[config.mk]
export PLATFORM = sky130hd
export DESIGN_NAME = log_lane_engine
export DESIGN_NICKNAME = d
export VERILOG_FILES = /design/src/rtl/log_lane_engine.sv
export SDC_FILE = /design/constraint.sdc
export NUM_CORES = 1
export LEC_CHECK = 0
export ABC_CLOCK_PERIOD_IN_PS = 7300
export BUFFER_PORTS_ARGS = -buffer_cell sky130_fd_sc_hd__buf_2
export CORE_UTILIZATION = 30
export DETAILED_ROUTE_END_ITERATION = 7
export PLACE_DENSITY = 0.49
export SETUP_SLACK_MARGIN = 0.5
export SLEW_MARGIN = 5
export SYNTH_ARGS = -nofsm -noshare
export SYNTH_HDL_FRONTEND = slang
export SYNTH_SLANG_ARGS = --single-unit
[constraint.sdc]
create_clock -name clk -period 7.3 [get_ports clk]
set_input_delay 1.46 -clock clk [delete_from_list [all_inputs] [get_ports clk]]
set_output_delay 1.46 -clock clk [all_outputs]
set_load 0.01 [all_outputs]
[src/rtl/log_lane_engine.sv]
// log_lane_engine
//   Multi-lane log scroller for the Frogger playfield. Each frame_tick starts a
//   pass that updates one lane per clock: active logs move by the lane speed in
//   the lane direction, logs past the far edge are retired, and a per-lane
//   spawn timer (reloaded with LFSR jitter) brings new logs in at the entry edge.
//
// Ports
//   clk, reset   : system clock, synchronous active-high reset
//   frame_tick   : one-cycle pulse per frame, starts a pass when run is high
//   run          : low freezes all state and ignores frame_tick
//   speed_cfg    : 3-bit px/frame per lane, lane k at [3k+2:3k]
//   dir_cfg      : per lane, 1 = right, 0 = left
//   log_pos      : offset x per slot (screen x = log_pos - LOG_W), X_W bits each
//   log_active   : slot valid flags, index lane*LOGS_PER_LANE + slot
//   busy         : pass in progress
//   update_done  : one-cycle pulse at the end of a pass
//   overrun      : one-cycle pulse when a frame_tick lands while busy
module log_lane_engine #(
    parameter int unsigned NUM_LANES     = 4,
    parameter int unsigned LOGS_PER_LANE = 2,
    parameter int unsigned SCREEN_W      = 320,
    parameter int unsigned LOG_W         = 96,
    parameter int unsigned X_W           = 10,
    parameter int unsigned GAP_MIN       = 24,
    parameter int unsigned GAP_BITS      = 4
) (
    input  logic                                  clk,
    input  logic                                  reset,
    input  logic                                  frame_tick,
    input  logic                                  run,
    input  logic [NUM_LANES*3-1:0]                speed_cfg,
    input  logic [NUM_LANES-1:0]                  dir_cfg,
    output logic [NUM_LANES*LOGS_PER_LANE*X_W-1:0] log_pos,
    output logic [NUM_LANES*LOGS_PER_LANE-1:0]    log_active,
    output logic                                  busy,
    output logic                                  update_done,
    output logic                                  overrun
);

    localparam int unsigned NumSlots = NUM_LANES * LOGS_PER_LANE;
    localparam int unsigned Span     = SCREEN_W + LOG_W;
    localparam int unsigned LaneW    = (NUM_LANES > 1) ? $clog2(NUM_LANES) : 1;
    localparam int unsigned TimerW   = $clog2(GAP_MIN + (1 << GAP_BITS));

    localparam logic [X_W:0]   SpanExt   = (X_W+1)'(Span);
    localparam logic [X_W-1:0] EntryLeft = X_W'(Span);
    localparam logic [7:0]     LfsrSeed  = 8'hA5;
    // Galois taps for x^8+x^6+x^5+x^4+1 in right-shift form
    localparam logic [7:0]     LfsrTaps  = 8'hB8;

    typedef enum logic {StIdle, StUpdate} state_e;

    state_e                 state_q, state_d;
    logic [LaneW-1:0]       lane_q, lane_d;
    logic [X_W-1:0]         pos_q [NumSlots];
    logic [X_W-1:0]         pos_d [NumSlots];
    logic [NumSlots-1:0]    active_q, active_d;
    logic [TimerW-1:0]      timer_q [NUM_LANES];
    logic [TimerW-1:0]      timer_d [NUM_LANES];
    logic [7:0]             lfsr_q, lfsr_d;
    logic                   done_q, done_d;
    logic                   overrun_q, overrun_d;

    // Per-pass scratch for the lane being processed
    logic [2:0]             speed;
    logic                   dir_right;
    logic [TimerW-1:0]      timer_cur, timer_nxt;
    logic [NumSlots-1:0]    free_sel;
    logic                   spawn;
    logic [X_W:0]           spd_ext, pos_ext, sum;

    always_comb begin
        state_d   = state_q;
        lane_d    = lane_q;
        pos_d     = pos_q;
        active_d  = active_q;
        timer_d   = timer_q;
        lfsr_d    = lfsr_q;
        done_d    = 1'b0;
        overrun_d = 1'b0;
        speed     = '0;
        dir_right = 1'b0;
        timer_cur = '0;
        timer_nxt = '0;
        free_sel  = '0;
        spawn     = 1'b0;
        spd_ext   = '0;
        pos_ext   = '0;
        sum       = '0;

        unique case (state_q)
            StIdle: begin
                if (frame_tick && run) begin
                    state_d = StUpdate;
                    lane_d  = '0;
                end
            end
            StUpdate: begin
                overrun_d = frame_tick && run;
                if (run) begin
                    for (int k = 0; k < NUM_LANES; k++) begin
                        if (LaneW'(k) == lane_q) begin
                            speed     = speed_cfg[3*k +: 3];
                            dir_right = dir_cfg[k];
                            timer_cur = timer_q[k];
                        end
                    end
                    spd_ext = {{(X_W-2){1'b0}}, speed};

                    // Descending scan leaves the lowest-index free slot selected;
                    // uses pre-pass flags so a slot retired now is not reused now.
                    for (int i = NumSlots - 1; i >= 0; i--) begin
                        if (LaneW'(i / LOGS_PER_LANE) == lane_q && !active_q[i]) begin
                            free_sel    = '0;
                            free_sel[i] = 1'b1;
                        end
                    end

                    // Speed 0 freezes the lane entirely, including the timer.
                    timer_nxt = timer_cur;
                    if (speed != '0) begin
                        if (timer_cur != '0) begin
                            timer_nxt = timer_cur - TimerW'(1);
                        end else if (free_sel != '0) begin
                            spawn     = 1'b1;
                            timer_nxt = TimerW'(GAP_MIN) + TimerW'(lfsr_q[GAP_BITS-1:0]);
                        end
                    end

                    for (int k = 0; k < NUM_LANES; k++) begin
                        if (LaneW'(k) == lane_q) begin
                            timer_d[k] = timer_nxt;
                        end
                    end

                    for (int i = 0; i < NumSlots; i++) begin
                        if (LaneW'(i / LOGS_PER_LANE) == lane_q) begin
                            pos_ext = {1'b0, pos_q[i]};
                            sum     = pos_ext + spd_ext;
                            if (active_q[i] && speed != '0) begin
                                if (dir_right) begin
                                    if (sum >= SpanExt) begin
                                        active_d[i] = 1'b0;
                                    end else begin
                                        pos_d[i] = sum[X_W-1:0];
                                    end
                                end else begin
                                    if (pos_ext <= spd_ext) begin
                                        active_d[i] = 1'b0;
                                    end else begin
                                        pos_d[i] = pos_q[i] - spd_ext[X_W-1:0];
                                    end
                                end
                            end
                            if (spawn && free_sel[i]) begin
                                active_d[i] = 1'b1;
                                pos_d[i]    = dir_right ? '0 : EntryLeft;
                            end
                        end
                    end

                    lfsr_d = {1'b0, lfsr_q[7:1]} ^ (lfsr_q[0] ? LfsrTaps : 8'h00);

                    if (lane_q == LaneW'(NUM_LANES - 1)) begin
                        state_d = StIdle;
                        done_d  = 1'b1;
                    end else begin
                        lane_d = lane_q + LaneW'(1);
                    end
                end
            end
            default: state_d = StIdle;
        endcase
    end

    always_ff @(posedge clk) begin
        if (reset) begin
            state_q   <= StIdle;
            lane_q    <= '0;
            active_q  <= '0;
            lfsr_q    <= LfsrSeed;
            done_q    <= 1'b0;
            overrun_q <= 1'b0;
            for (int i = 0; i < NumSlots; i++) begin
                pos_q[i] <= '0;
            end
            for (int k = 0; k < NUM_LANES; k++) begin
                timer_q[k] <= '0;
            end
        end else begin
            state_q   <= state_d;
            lane_q    <= lane_d;
            active_q  <= active_d;
            lfsr_q    <= lfsr_d;
            done_q    <= done_d;
            overrun_q <= overrun_d;
            pos_q     <= pos_d;
            timer_q   <= timer_d;
        end
    end

    always_comb begin
        log_pos = '0;
        for (int i = 0; i < NumSlots; i++) begin
            log_pos[i*X_W +: X_W] = pos_q[i];
        end
    end

    assign log_active  = active_q;
    assign busy        = (state_q == StUpdate);
    assign update_done = done_q;
    assign overrun     = overrun_q;

endmodule
After elaboration in Yosys (flattened, before gate mapping)

Cells that the tools add are included.

$add $sub $neg: 19
$lt $le $gt $ge: 16
Eq/ne operators: 31
Mux-type cells: 127
Bitwise logic cells: 3
Reductions and logical operators: 77

Operators by type and width:

| kind                                                                   | number |
|---|---|
| 10-bit 2-to-1 mux                                                      | 40 |
| 6-bit AND reduction                                                    | 16 |
| 10-bit by 3-bit adder with 11-bit output                               | 8 |
| 11-bit by 9-bit >= comparator with 1-bit output, second input constant | 8 |
| 8-bit 2-to-1 mux                                                       | 11 |
| 10-bit by 3-bit less-or-equal comparator with 1-bit output             | 8 |
| 10-bit by 3-bit subtractor with 10-bit output                          | 8 |
| 1-bit 2-to-1 mux                                                       | 55 |
| 6-bit 2-to-1 mux                                                       | 9 |
| 3-bit by 2-bit != test with 1-bit output, second input constant        | 16 |
| 3-bit nonzero test                                                     | 9 |
| 1-bit logical AND                                                      | 25 |
| 3-bit by 1-bit != test with 1-bit output, second input constant        | 8 |
| 3-bit 2-to-1 mux                                                       | 6 |
| 2-bit nonzero test                                                     | 8 |
| 3-bit AND reduction                                                    | 5 |
| 9-bit 2-to-1 mux                                                       | 1 |
| 1-bit zero test                                                        | 8 |
| 8-bit nonzero test                                                     | 1 |
| 7-bit by 8-bit bitwise XOR with 8-bit output                           | 1 |
| 5-bit by 4-bit adder with 6-bit output, first input constant           | 1 |
| 2-bit 2-to-1 mux                                                       | 3 |
| 2-bit != test, second input constant                                   | 3 |
| 6-bit nonzero test                                                     | 1 |
| 12 further kinds                                                       | 14 |

Register bits: 125
Input bits: 20
Output and inout port bits: 91

Depth between registers and ports, before layout

Gate-level depths: netlist (run 1).

Depth after elaboration: 21
Depth in mapped cells: 17
Mapped depth without buffers: 16

Worst setup path after synthesis (run 1)

Ideal clock, no wire load.

Path type: in2reg
Start: in speed_cfg[1]
End: reg pos_q, in the netlist log_pos[55]
Setup time: 0.091 ns
Arrival: 5.106 ns
Required time: 7.209 ns
Path slack: 2.103 ns
Stages: 14
Path buffers: 1
Cells stage by stage: nand3b_1 nand2_1 mux2_2 o21a_1 fa_1 a21oi_1 o21ai_0 or3_1 a32o_1 a2111oi_4 o21a_1 buf_6 a31oi_1 a311oi_1

Longest elaborated chain between the ends: 13
Elaborated cells on any way between the ends: 25
Classes of those cells: add/sub (2); order compare (2); eq/ne (2); mux (14); reduce/logical (5)

RTL lines:

| element                                                                          | line | source |
|---|---|---|
| start: declaration                                                               | 31   | `input logic [NUM_LANES*3-1:0] speed_cfg,` |
| 3-bit 2-to-1 mux (*) (4 in a row)                                                | 102  | `if (LaneW'(k) == lane_q) begin` |
| 3-bit 2-to-1 mux (*)                                                             | 100  | `if (run) begin` |
| 3-bit 2-to-1 mux (*)                                                             | 91   | `unique case (state_q)` |
| branches (longest 7 deep; another with 10-bit by 3-bit adder with 11-bit output) | --   |  |
| end signal: assignment                                                           | 197  | `pos_q <= pos_d;` |
| end: declaration                                                                 | 55   | `logic [X_W-1:0] pos_q [NumSlots];` |

Mark *: on every way between the ends. The select of a mux whose other input is x is not followed.
A chain may end at the register's enable or synchronous reset.

Worst setup path after layout (run 1)

Start: reg lane_q[0]
End: reg pos_q, in the netlist log_pos[55]

Longest elaborated chain between the ends: 21
Elaborated cells on any way between the ends: 64
Classes of those cells: add/sub (2); order compare (2); eq/ne (5); mux (39); reduce/logical (16)

RTL lines:

| element                                                                                  | line     | source |
|---|---|---|
| start: declaration                                                                       | 54       | `logic [LaneW-1:0] lane_q, lane_d;` |
| start signal: assignment                                                                 | 192      | `lane_q <= lane_d;` |
| 2-bit == test                                                                            | 102, 113 |  |
| 1-bit logical AND                                                                        | 113      | `if (LaneW'(i / LOGS_PER_LANE) == lane_q && !active_q[i]) begin` |
| 8-bit 2-to-1 mux (8 in a row)                                                            | 113      |  |
| 8-bit 2-to-1 mux                                                                         | 100      |  |
| 8-bit 2-to-1 mux                                                                         | 91       |  |
| 8-bit nonzero test                                                                       | 124      | `end else if (free_sel != '0) begin` |
| 1-bit 2-to-1 mux                                                                         | 124      |  |
| 1-bit 2-to-1 mux                                                                         | 122      | `if (timer_cur != '0) begin` |
| 1-bit 2-to-1 mux                                                                         | 121      | `if (speed != '0) begin` |
| 1-bit 2-to-1 mux                                                                         | 100      |  |
| 1-bit 2-to-1 mux                                                                         | 91       |  |
| 1-bit logical AND                                                                        | 155      | `if (spawn && free_sel[i]) begin` |
| 3-bit by 2-bit != test with 1-bit output (no line) or 2-bit nonzero test (tied branches) | --       |  |
| 6-bit AND reduction (no line)                                                            | --       |  |

Several ways; a longest one is shown, not always the timed one. The select of a mux whose other input is x is not followed.

==> run_results.csv, run 1 <==
group,metric,value,unit
clocking,cts_tree,"done",
clocking,cts_root_buf,"clkbuf_16",
worst_setup_path,crit_type,"reg2reg",
global_routing,antenna_found_initial,0,
place,numPortBuffers,110,
global_routing,gr-total-overflow,0,
place,dp.cells,1907,
synthesis,seq_area_frac_synth,23.4,%
synthesis,ys_ff_latch,125,
synthesis,synth_edf_count,0,
min_path,hold_class,"reg2reg",
synthesis,syn-cell-area,0.0107,sq mm
layout,drive_gt1_share,13.7,%
synthesis,synthAdderAreaFrac,10.3,%
timing,slew_headroom,27.9,%
timing,final-hold-violation-count,0,
pwr,leakagePower,0.00480,uW
synthesis,synthSimpleGateAreaFrac,27.5,%
worst_setup_path,path_buf_inv,2,
layout,syn2layout_area_growth,13.1,%
place,pre_cts_slack,1.53,ns
clocking,cts_max_level,4,
global_routing,grt_pass1_wl,60200,um
timing,final_max_slew_viol_count,0,
floorplan,fp.dieArea,0.0364,sq mm
synthesis,post_synth.cell_area_avg,7.50,sq um
clocking,hold_buffers,0,
outcome,status,"complete, no violations",
clocking,cts.clk_slew.worst_paths,0.06,ns
synthesis,synth_top_flop_cell,"dfxtp_1",
timing,setup_ws,1.88,ns
synthesis,synth_top_family_by_area,"compound AO/OA/AOI/OAI gates",
clocking,cts_num_sinks,125,
worst_setup_path,cp.required,7.64,ns
worst_setup_path,critPathTopFamily,"compound AO/OA/AOI/OAI gates",
clocking,clockBufferDepth,2,
synthesis,synth_top_cell_area_share,23.4,%
timing,fmax,0.184,GHz
worst_setup_path,crit_path_end_kind,"register",
worst_setup_path,critPathMaxStageDelay,0.57,ns
synthesis,synth-async-reset-ratio,0,%
clocking,cts_resized,0,
synthesis,synth_nets,1523,
drt,dr.pass1.iters,7,
clocking,post_cts_buffers,0,
drt,ant_nets,0,
clocking,cts_buffers,17,
drt,routed_wl,37900,um
worst_setup_path,path_max_fanout,16,
synthesis,yosysTopAreaCell,"dfxtp_1",
synthesis,synthXorXnorAreaFrac,2.13,%
flow_run,drv_cap,0,
layout,insertedDiodeCount,0,
worst_setup_path,cp_cell_sequence,"inv_1 -> ha_1 -> or2_1 -> a221oi_1 -> nor2_2 -> buf_4 -> ha_1 -> fa_1 -> a21oi_1 -> o21ai_0 -> or3_1 -> a32o_1 -> a2111oi_4 -> o21a_1 -> a31oi_1 -> a311oi_1",
timing,min_period,5.42,ns
timing,setup_viol,0,
pwr,powerDensity,160,mW/mm^2
layout,fillers,3713,
worst_setup_path,crit_arrival,5.76,ns
global_routing,grt.total_usage,20.9,%
floorplan,die_h,191,um
drt,vias_per_cell,5.76,
floorplan,rows,68,
place,dp_hpwl,27100,um
drt,wl_per_cell,19.6,um
synthesis,synth.distinct_cells,91,
place,globalplace.congestion,0.877,
pwr,irDropWorstVdd,141,uV
timing,holdWs,0.454,ns
synthesis,synthMuxAreaShare,1.52,%
floorplan,die_w,191,um
timing,finClkSkew,0.0138,ns
floorplan,io_pins,111,
worst_setup_path,timing.critical_path.mode_cell,"ha_1",
timing,setup-tns-final,0,ns
synthesis,synthCells,1425,
synthesis,netlist_top_cells_area,"dfxtp_1 23%, ha_1 7.3%, nand2_1 5.5%",
timing,min_period_over_period,74.3,%
global_routing,grt_max_degree,61,
floorplan,core_area,0.0348,sq mm
floorplan,initial_core_util,30.7,%
layout,instances_no_fill,1939,
synthesis,ys_warn_count,0,
worst_setup_path,crit_path_top_delay_cell,"a2111oi_4",
drt,drc,0,
timing,grt_setup_unrepaired,"no",
timing,worst_pin_slew,1.08,ns
drt,vias,11200,
drt,first_iter_violations,1277,
global_routing,grt_pass1_vias,10500,
worst_setup_path,worstSetupStartpointType,"register",
clocking,clk_latency,0.43,ns
layout,fin_nets,1569,
synthesis,synth_compound_area_share,29.4,%
power by group:
part	leakage (uW)	switching, uW	internal (uW)	total (uW)
combinational	0.00355	295	148	443
clock	0.000245	345	440	785
sequential	0.00101	15.0	692	707
metal layers:
layer  part of all wire, %  global-route usage [%]  vias up  wire length, um
li1                      -                       -     5425                -
met1                    48                    28.7     5409            18200
met2                    46                    33.9      306            17600
met3                   4.2                    2.83       36             1580
met4                   1.6                    5.78        0              615
met5                     0                       0        -                0
kinds of logic after synthesis:
logic type	Yosys count
and+or+nand+nor	581
AOI/OAI and AO/OA	453
buffers and inverters	146
DFF	125
adders and majority gates	78
xor gates and xnor gates	26
muxes	16
stage by stage:
step                utilization [%]  instance area (sq um)  total power (uW)
global placement               33.2                  11600              1160
global route                   34.7                  12100              2030
floorplan                         -                  10700              1030
detailed placement             33.2                  11600              1160
CTS                            34.7                  12100              1950
finish                         34.7                  12100              1930
cells in the mapped netlist, drive strengths merged (32+ instances only):
master / count
nand2: 158
nor2: 133
dfxtp: 125
a21oi: 110
clkbuf: 67
o21ai: 65
ha: 62
nand3: 52
nor3: 51
inv: 40
buf: 39
a211oi: 32
worst paths after layout:
path	startpoint	slack, ns	cells after the start	end
setup reg to reg	lane_q[0]$_SDFFE_PP0P_	1.88	16	log_pos[55]$_SDFFE_PP0P_
setup / recovery	lane_q[0]$_SDFFE_PP0P_	1.88	16	log_pos[55]$_SDFFE_PP0P_
hold / removal	lfsr_q[7]$_SDFFE_PP1P_	0.45	2	lfsr_q[6]$_SDFFE_PP0P_
hold reg to reg	lfsr_q[7]$_SDFFE_PP1P_	0.45	2	lfsr_q[6]$_SDFFE_PP0P_
layout by cell type, fill, tap and decap left out, types with 18 or more instances in the layout:
cell,Yosys,layout
or3_1,24,24
o211ai_1,20,20
nor3_1,51,51
inv_1,40,40
nand3_1,52,52
or4_1,20,20
a21o_1,21,21
nand2_1,158,158
nor2_1,132,131
a211oi_1,32,32
buf_4,6,24
ha_1,62,62
buf_2,15,109
a21oi_1,110,109
dfxtp_1,125,125
nor4_1,20,18
o21ai_0,65,65
a31oi_1,24,24
final cells by class:
class	count	area, sq um	area share [%]
Clock buffer	21	450	3.73
Timing Repair Buffer	133	726	6.00
Multi-Input combinational cell	1154	7620	63.0
Tap cell	455	569	4.71
Sequential cell	125	2500	20.7
Inverter	40	150	1.24
Clock inverter	11	71.3	0.590
state kept, by name (all words and copies together), names as in the netlist:
register     cells
lfsr_q           8
update_done      1
lane_q           2
busy             1
log_pos         80
overrun          1
log_active       8
timer_q         24
worst min-delay path: stages, from the launching register on:
cell     delay (ns)
dfxtp_1        0.31
nand2_1        0.05
a21oi_1        0.05
Note: power is estimated with default switching activity, not from simulation.
==> run 2, diff against run 1 <==
Settings changed: ABC_CLOCK_PERIOD_IN_PS 7300 to 5500.
Clock period 7.3 ns to 5.5 ns, I/O delays scaled along.
==> run_results.csv, run 2 (synthesis results as in run 1) <==
group,metric,value,unit
outcome,status,"complete, no violations",
clocking,clk_latency,0.45,ns
clocking,cts_tree,"done",
worst_setup_path,timing.critical_path.mode_cell,"ha_1",
floorplan,core_area,0.0348,sq mm
worst_setup_path,path_max_fanout,23,
worst_setup_path,rrSetupSlack,0.85,ns
worst_setup_path,path_buf_inv,2,
place,globalplace.congestion,0.878,
drt,first_iter_violations,897,
clocking,hold_buffers,0,
global_routing,gr-total-overflow,0,
layout,fin_nets,1592,
timing,final_max_slew_viol_count,0,
worst_setup_path,critPathMaxStageDelay,0.57,ns
global_routing,antenna_found_initial,0,
layout,layout_commonest_cell,"nand2_1",
timing,fmax,0.215,GHz
floorplan,die_w,191,um
drt,wl_per_cell,19.5,um
worst_setup_path,crit_type,"reg2reg",
layout,drive_gt1_share,15.6,%
layout,largest_reg_flops,80,
timing,grt_setup_unrepaired,"no",
timing,worst_pin_slew,1.05,ns
timing,final-hold-violation-count,0,
layout,instances_no_fill,1962,
flow_run,drv_cap,0,
floorplan,io_pins,111,
global_routing,grt.total_usage,21.0,%
global_routing,grt_pass1_wl,59900,um
layout,fin_util,35.8,%
min_path,min_path_cells,2,
floorplan,die_h,191,um
timing,setup-tns-final,0,ns
place,numPortBuffers,110,
pwr,powerDensity,230,mW/mm^2
worst_setup_path,crit_path_end_kind,"register",
layout,insertedDiodeCount,0,
worst_setup_path,worstSetupStartpointType,"register",
timing,setup_viol,0,
drt,vias_per_cell,5.73,
global_routing,grt_pass1_vias,10400,
drt,vias,11200,
floorplan,rows,68,
clocking,cts_root_buf,"clkbuf_16",
clocking,cts.clk_slew.worst_paths,0.06,ns
global_routing,grt_max_degree,46,
place,dp_hpwl,27700,um
clocking,cts_max_level,4,
layout,layout_common_cells,"158 x nand2_1, 131 x nor2_1, 125 x dfxtp_1",
clocking,cts_num_sinks,125,
place,placed_area,0.0117,sq mm
floorplan,initial_core_util,30.7,%
clocking,cts_buffers,17,
worst_setup_path,cp_cell_sequence,"ha_1 -> buf_4 -> inv_1 -> o22ai_1 -> nor2_4 -> ha_1 -> fa_1 -> a21oi_1 -> xor2_1 -> a41oi_1 -> o21ai_0 -> a41o_1 -> nand2_1 -> or4_1 -> a31oi_1",
layout,syn2layout_area_growth,16.4,%
worst_setup_path,r2r_cells,15,
timing,finClkSkew,0.0166,ns
worst_setup_path,critPathTopFamily,"compound AO/OA/AOI/OAI gates",
timing,min_period,4.65,ns
worst_setup_path,r2r_start,"lane_q[1]$_SDFFE_PP0P_",
place,dp.cells,1928,
worst_setup_path,crit_path_top_delay_cell,"or4_1",
pwr,irDropWorstVdd,222,uV
worst_setup_path,r2r_end,"log_pos[4]$_SDFFE_PP0P_",
drt,routed_wl,38200,um
min_path,hold_class,"reg2reg",
drt,drc,0,
clocking,clockBufferDepth,2,
floorplan,fp.dieArea,0.0364,sq mm
pwr,leakagePower,0.00500,uW
layout,final_area,0.0124,sq mm
drt,ant_nets,0,
min_path,min_to,"lfsr_q[6]$_SDFFE_PP0P_",
min_path,min_from,"lfsr_q[7]$_SDFFE_PP1P_",
worst_setup_path,cp.required,5.86,ns
timing,slew_headroom,29.3,%
drt,dr.pass1.iters,5,
worst_setup_path,crit_arrival,5.01,ns
timing,min_period_over_period,84.6,%
-- run 2: cell count changes in the layout (fill, tap and decap cells not counted), moves of 2 or more --
cell | previous run | this run
clkinv_2 | 5 | 1
clkbuf_1 | 3 | 0
inv_6 | 0 | 3
clkbuf_8 | 1 | 3
bufinv_16 | 0 | 5
clkinvlp_4 | 5 | 2
buf_4 | 24 | 47
-- run 2: stage by stage --
stage                     hold WS (ns)  total power [uW]  setup WS (ns)
final                            0.450              2860          0.848
after global routing             0.470              3000          0.547
after CTS                        0.454              2880          0.562
after detailed placement         0.446              1560          0.482
after global placement           0.440              1560          0.528
after floorplan                  0.432              1370          0.663
-- run 2: cell type report --
| type | count | area, sq um |
|---|---|---|
| fillers | 3699 | 22400 |
| multi-input cells | 1154 | 7650 |
| flip-flops and latches | 125 | 2500 |
| repair buffers | 156 | 898 |
| well taps | 455 | 569 |
| clock buffers | 20 | 467 |
| clock inverters | 12 | 206 |
| inverters | 40 | 154 |
-- run 2: metal layers --
| metal | track usage [%] | wire (um) | up-vias |
|---|---|---|---|
| li1 | - | - | 5457 |
| met1 | 28.6 | 17900 | 5443 |
| met2 | 34.0 | 17800 | 298 |
| met3 | 2.82 | 1800 | 44 |
| met4 | 6.62 | 699 | 0 |
| met5 | 0 | 0 | - |
-- run 2: worst max-delay path by stage --
stage | to | slack [ns] | cells after the start | start
floorplan | log_pos[55]$_SDFFE_PP0P_ | 0.66 | 14 | speed_cfg[1]
global placement | log_pos[18]$_SDFFE_PP0P_ | 0.53 | 15 | speed_cfg[1]
detailed placement | log_pos[22]$_SDFFE_PP0P_ | 0.48 | 14 | speed_cfg[1]
CTS | log_pos[21]$_SDFFE_PP0P_ | 0.56 | 16 | lane_q[1]$_SDFFE_PP0P_
global route | log_pos[4]$_SDFFE_PP0P_ | 0.55 | 15 | lane_q[1]$_SDFFE_PP0P_
finish | log_pos[4]$_SDFFE_PP0P_ | 0.85 | 15 | lane_q[1]$_SDFFE_PP0P_
-- run 2: repair_timing --
action                     4_1_cts  5_1_grt
buffers inserted                 0        2
gates resized for setup          0        9
setup endpoints to repair        0       33
-- run 2: report_power, final --
part           internal (uW)  total (uW)  switching, uW
Combinational            211         610            400
Clock                    845        1320            470
Sequential               918         938           20.1
-- run 2: worst reg2reg max path, cell delays in order (launching register included) --
cell and delay, ns:
dfxtp_1 0.40, ha_1 0.19, buf_4 0.28, inv_1 0.23, o22ai_1 0.34, nor2_4 0.16
ha_1 0.26, fa_1 0.45, a21oi_1 0.44, xor2_1 0.18, a41oi_1 0.15, o21ai_0 0.17
a41o_1 0.38, nand2_1 0.23, or4_1 0.57, a31oi_1 0.16
==> run 3, diff against run 2 <==
Settings changed: ABC_CLOCK_PERIOD_IN_PS 5500 to 3700, PLACE_DENSITY 0.49 to 0.51.
Clock period 5.5 ns to 3.7 ns, I/O delays scaled along.
==> run_results.csv, run 3 (synthesis results as in run 1) <==
group,metric,value,unit
timing,min_period_over_period,105,%
place,placed_area,0.0131,sq mm
worst_setup_path,path_buf_inv,5,
layout,layout_commonest_cell,"buf_4",
global_routing,grt_pass1_wl,65800,um
drt,wl_per_cell,19.4,um
outcome,violations,"negative setup slack",
clocking,cts_root_buf,"clkbuf_16",
global_routing,grt.total_usage,22.9,%
flow_run,drv_cap,0,
layout,final_area,0.0158,sq mm
timing,setup_viol,65,
layout,fin_nets,1808,
floorplan,rows,68,
worst_setup_path,crit_type,"reg2reg",
place,globalplace.congestion,0.877,
timing,setup_ws,-0.187,ns
worst_setup_path,critPathTopFamily,"compound AO/OA/AOI/OAI gates",
floorplan,fp.dieArea,0.0364,sq mm
global_routing,grt_pass1_vias,11700,
floorplan,core_area,0.0348,sq mm
clocking,cts_buffers,17,
layout,largest_reg_flops,80,
clocking,clk_latency,0.43,ns
pwr,p_switching,1480,uW
timing,final-hold-violation-count,0,
worst_setup_path,path_max_fanout,7,
layout,layout_common_cells,"210 x buf_4, 154 x nand2_1, 123 x dfxtp_1",
worst_setup_path,crit_path_top_delay_cell,"fa_2",
worst_setup_path,critPathMaxStageDelay,0.43,ns
clocking,clockBufferDepth,2,
pwr,p_int,3040,uW
clocking,cts_max_level,4,
clocking,cts_tree,"done",
timing,slew_headroom,58.9,%
timing,finClkSkew,0.0115,ns
floorplan,die_w,191,um
worst_setup_path,crit_path_end_kind,"register",
clocking,cts.clk_slew.worst_paths,0.06,ns
pwr,total_power,4530,uW
drt,routed_wl,42200,um
clocking,cts_num_sinks,125,
pwr,p_sw_share,32.8,%
min_path,hold_class,"reg2reg",
timing,final_max_slew_viol_count,0,
place,dp_hpwl,28800,um
layout,drive_gt1_share,37.8,%
pwr,p_seq_share,30.8,%
worst_setup_path,cp_cell_sequence,"inv_6 -> ha_4 -> buf_4 -> mux2_4 -> o21a_4 -> buf_6 -> buf_6 -> fa_2 -> nand2_2 -> a2bb2oi_2 -> o21ai_1 -> a31o_2 -> a311oi_4 -> buf_4 -> nand2_2 -> o31a_1 -> a221o_1",
layout,insertedDiodeCount,0,
outcome,status,"finished with violations",
layout,syn2layout_area_growth,47.6,%
pwr,power_frac_comb,29.6,%
floorplan,initial_core_util,30.7,%
worst_setup_path,crit_arrival,4.21,ns
worst_setup_path,cp.required,4.02,ns
pwr,clkPwrFrac,39.6,%
drt,vias,12400,
timing,worst_pin_slew,0.617,ns
drt,dr.pass1.iters,5,
timing,holdWs,0.455,ns
timing,grt_setup_unrepaired,"yes",
drt,vias_per_cell,5.70,
timing,fmax,0.257,GHz
drt,ant_nets,0,
global_routing,grt_max_degree,39,
timing,min_period,3.89,ns
pwr,leakagePower,0.00631,uW
floorplan,die_h,191,um
drt,drc,0,
place,numPortBuffers,110,
drt,first_iter_violations,871,
pwr,irDropWorstVdd,325,uV
pwr,powerDensity,287,mW/mm^2
worst_setup_path,worstSetupStartpointType,"register",
global_routing,gr-total-overflow,0,
global_routing,antenna_found_initial,1,
floorplan,io_pins,111,
==> run 3: changes by cell type in the layout (fill, tap and decap cells not counted), moves of 10 or more <==
cell and delta:
buf_4 +163, buf_6 +37, a21oi_1 -31, ha_1 -29
ha_4 +23, o21ai_0 -23, a21oi_2 +20, o21ai_1 +16
a21oi_4 +11, buf_12 +11, fa_1 -11, fa_2 +11
a211oi_1 -10
==> run 3: power groups by stage <==
stage	Sequential, uW	Clock [uW]	Combinational, uW
after floorplan	1410	0	650
after global placement	1420	0	1060
after detailed placement	1420	0	1070
after CTS	1390	1810	1240
after global routing	1400	1880	1440
final	1400	1790	1340
==> run 3: cell type report <==
class	instances	area, sq um
clock buffers	23	508
clock inverters	9	106
fillers	3431	19000
inverters	40	160
multi-input cells	1156	9110
flip-flops and latches	125	2510
well taps	455	569
repair buffers	370	2810
==> run 3: path summary, 6_finish.rpt <==
path	end	slack [ns]	cells past startpoint	start
worst max-delay path	log_pos[78]$_SDFFE_PP0P_	-0.19	17	lane_q[0]$_SDFFE_PP0P_
worst min-delay path	lfsr_q[6]$_SDFFE_PP0P_	0.45	2	lfsr_q[7]$_SDFFE_PP1P_
worst min register to register	lfsr_q[6]$_SDFFE_PP0P_	0.45	2	lfsr_q[7]$_SDFFE_PP1P_
worst max register to register	log_pos[78]$_SDFFE_PP0P_	-0.19	17	lane_q[0]$_SDFFE_PP0P_
==> run 3: metal layers <==
layer	wire length, um	global-route usage [%]	vias to the layer above
met3	1830	3.11	67
met2	20200	37.5	344
li1	-	-	5906
met4	1200	9.32	0
met1	19000	29.9	6093
met5	0	0	-
==> run 3: through the flow <==
| step | TNS [ns] | util, % | std cells | worst slack [ns] |
|---|---|---|---|---|
| final | -5.44 | 45.3 | 2178 | -0.187 |
| after CTS | -2.52 | 43.3 | 2149 | -0.135 |
| after floorplan | -0.505 | - | 1425 | -0.0625 |
| after detailed placement | -19.82 | 37.6 | 2061 | -0.366 |
| after global placement | -16.55 | 37.6 | 2061 | -0.339 |
| after global routing | -16.45 | 45.3 | 2178 | -0.349 |
==> run 3: worst min-delay path, stage by stage, from the launching register on <==
cell     delay (ns)
dfxtp_1        0.31
nand2_1        0.05
a21oi_1        0.05
==> run 3: what timing repair did <==
action	CTS	global route
gates cloned	2	1
buffers inserted	54	28
setup endpoints to repair	107	110
pin swaps	145	79
hold buffers	0	0
gates resized for setup	206	91
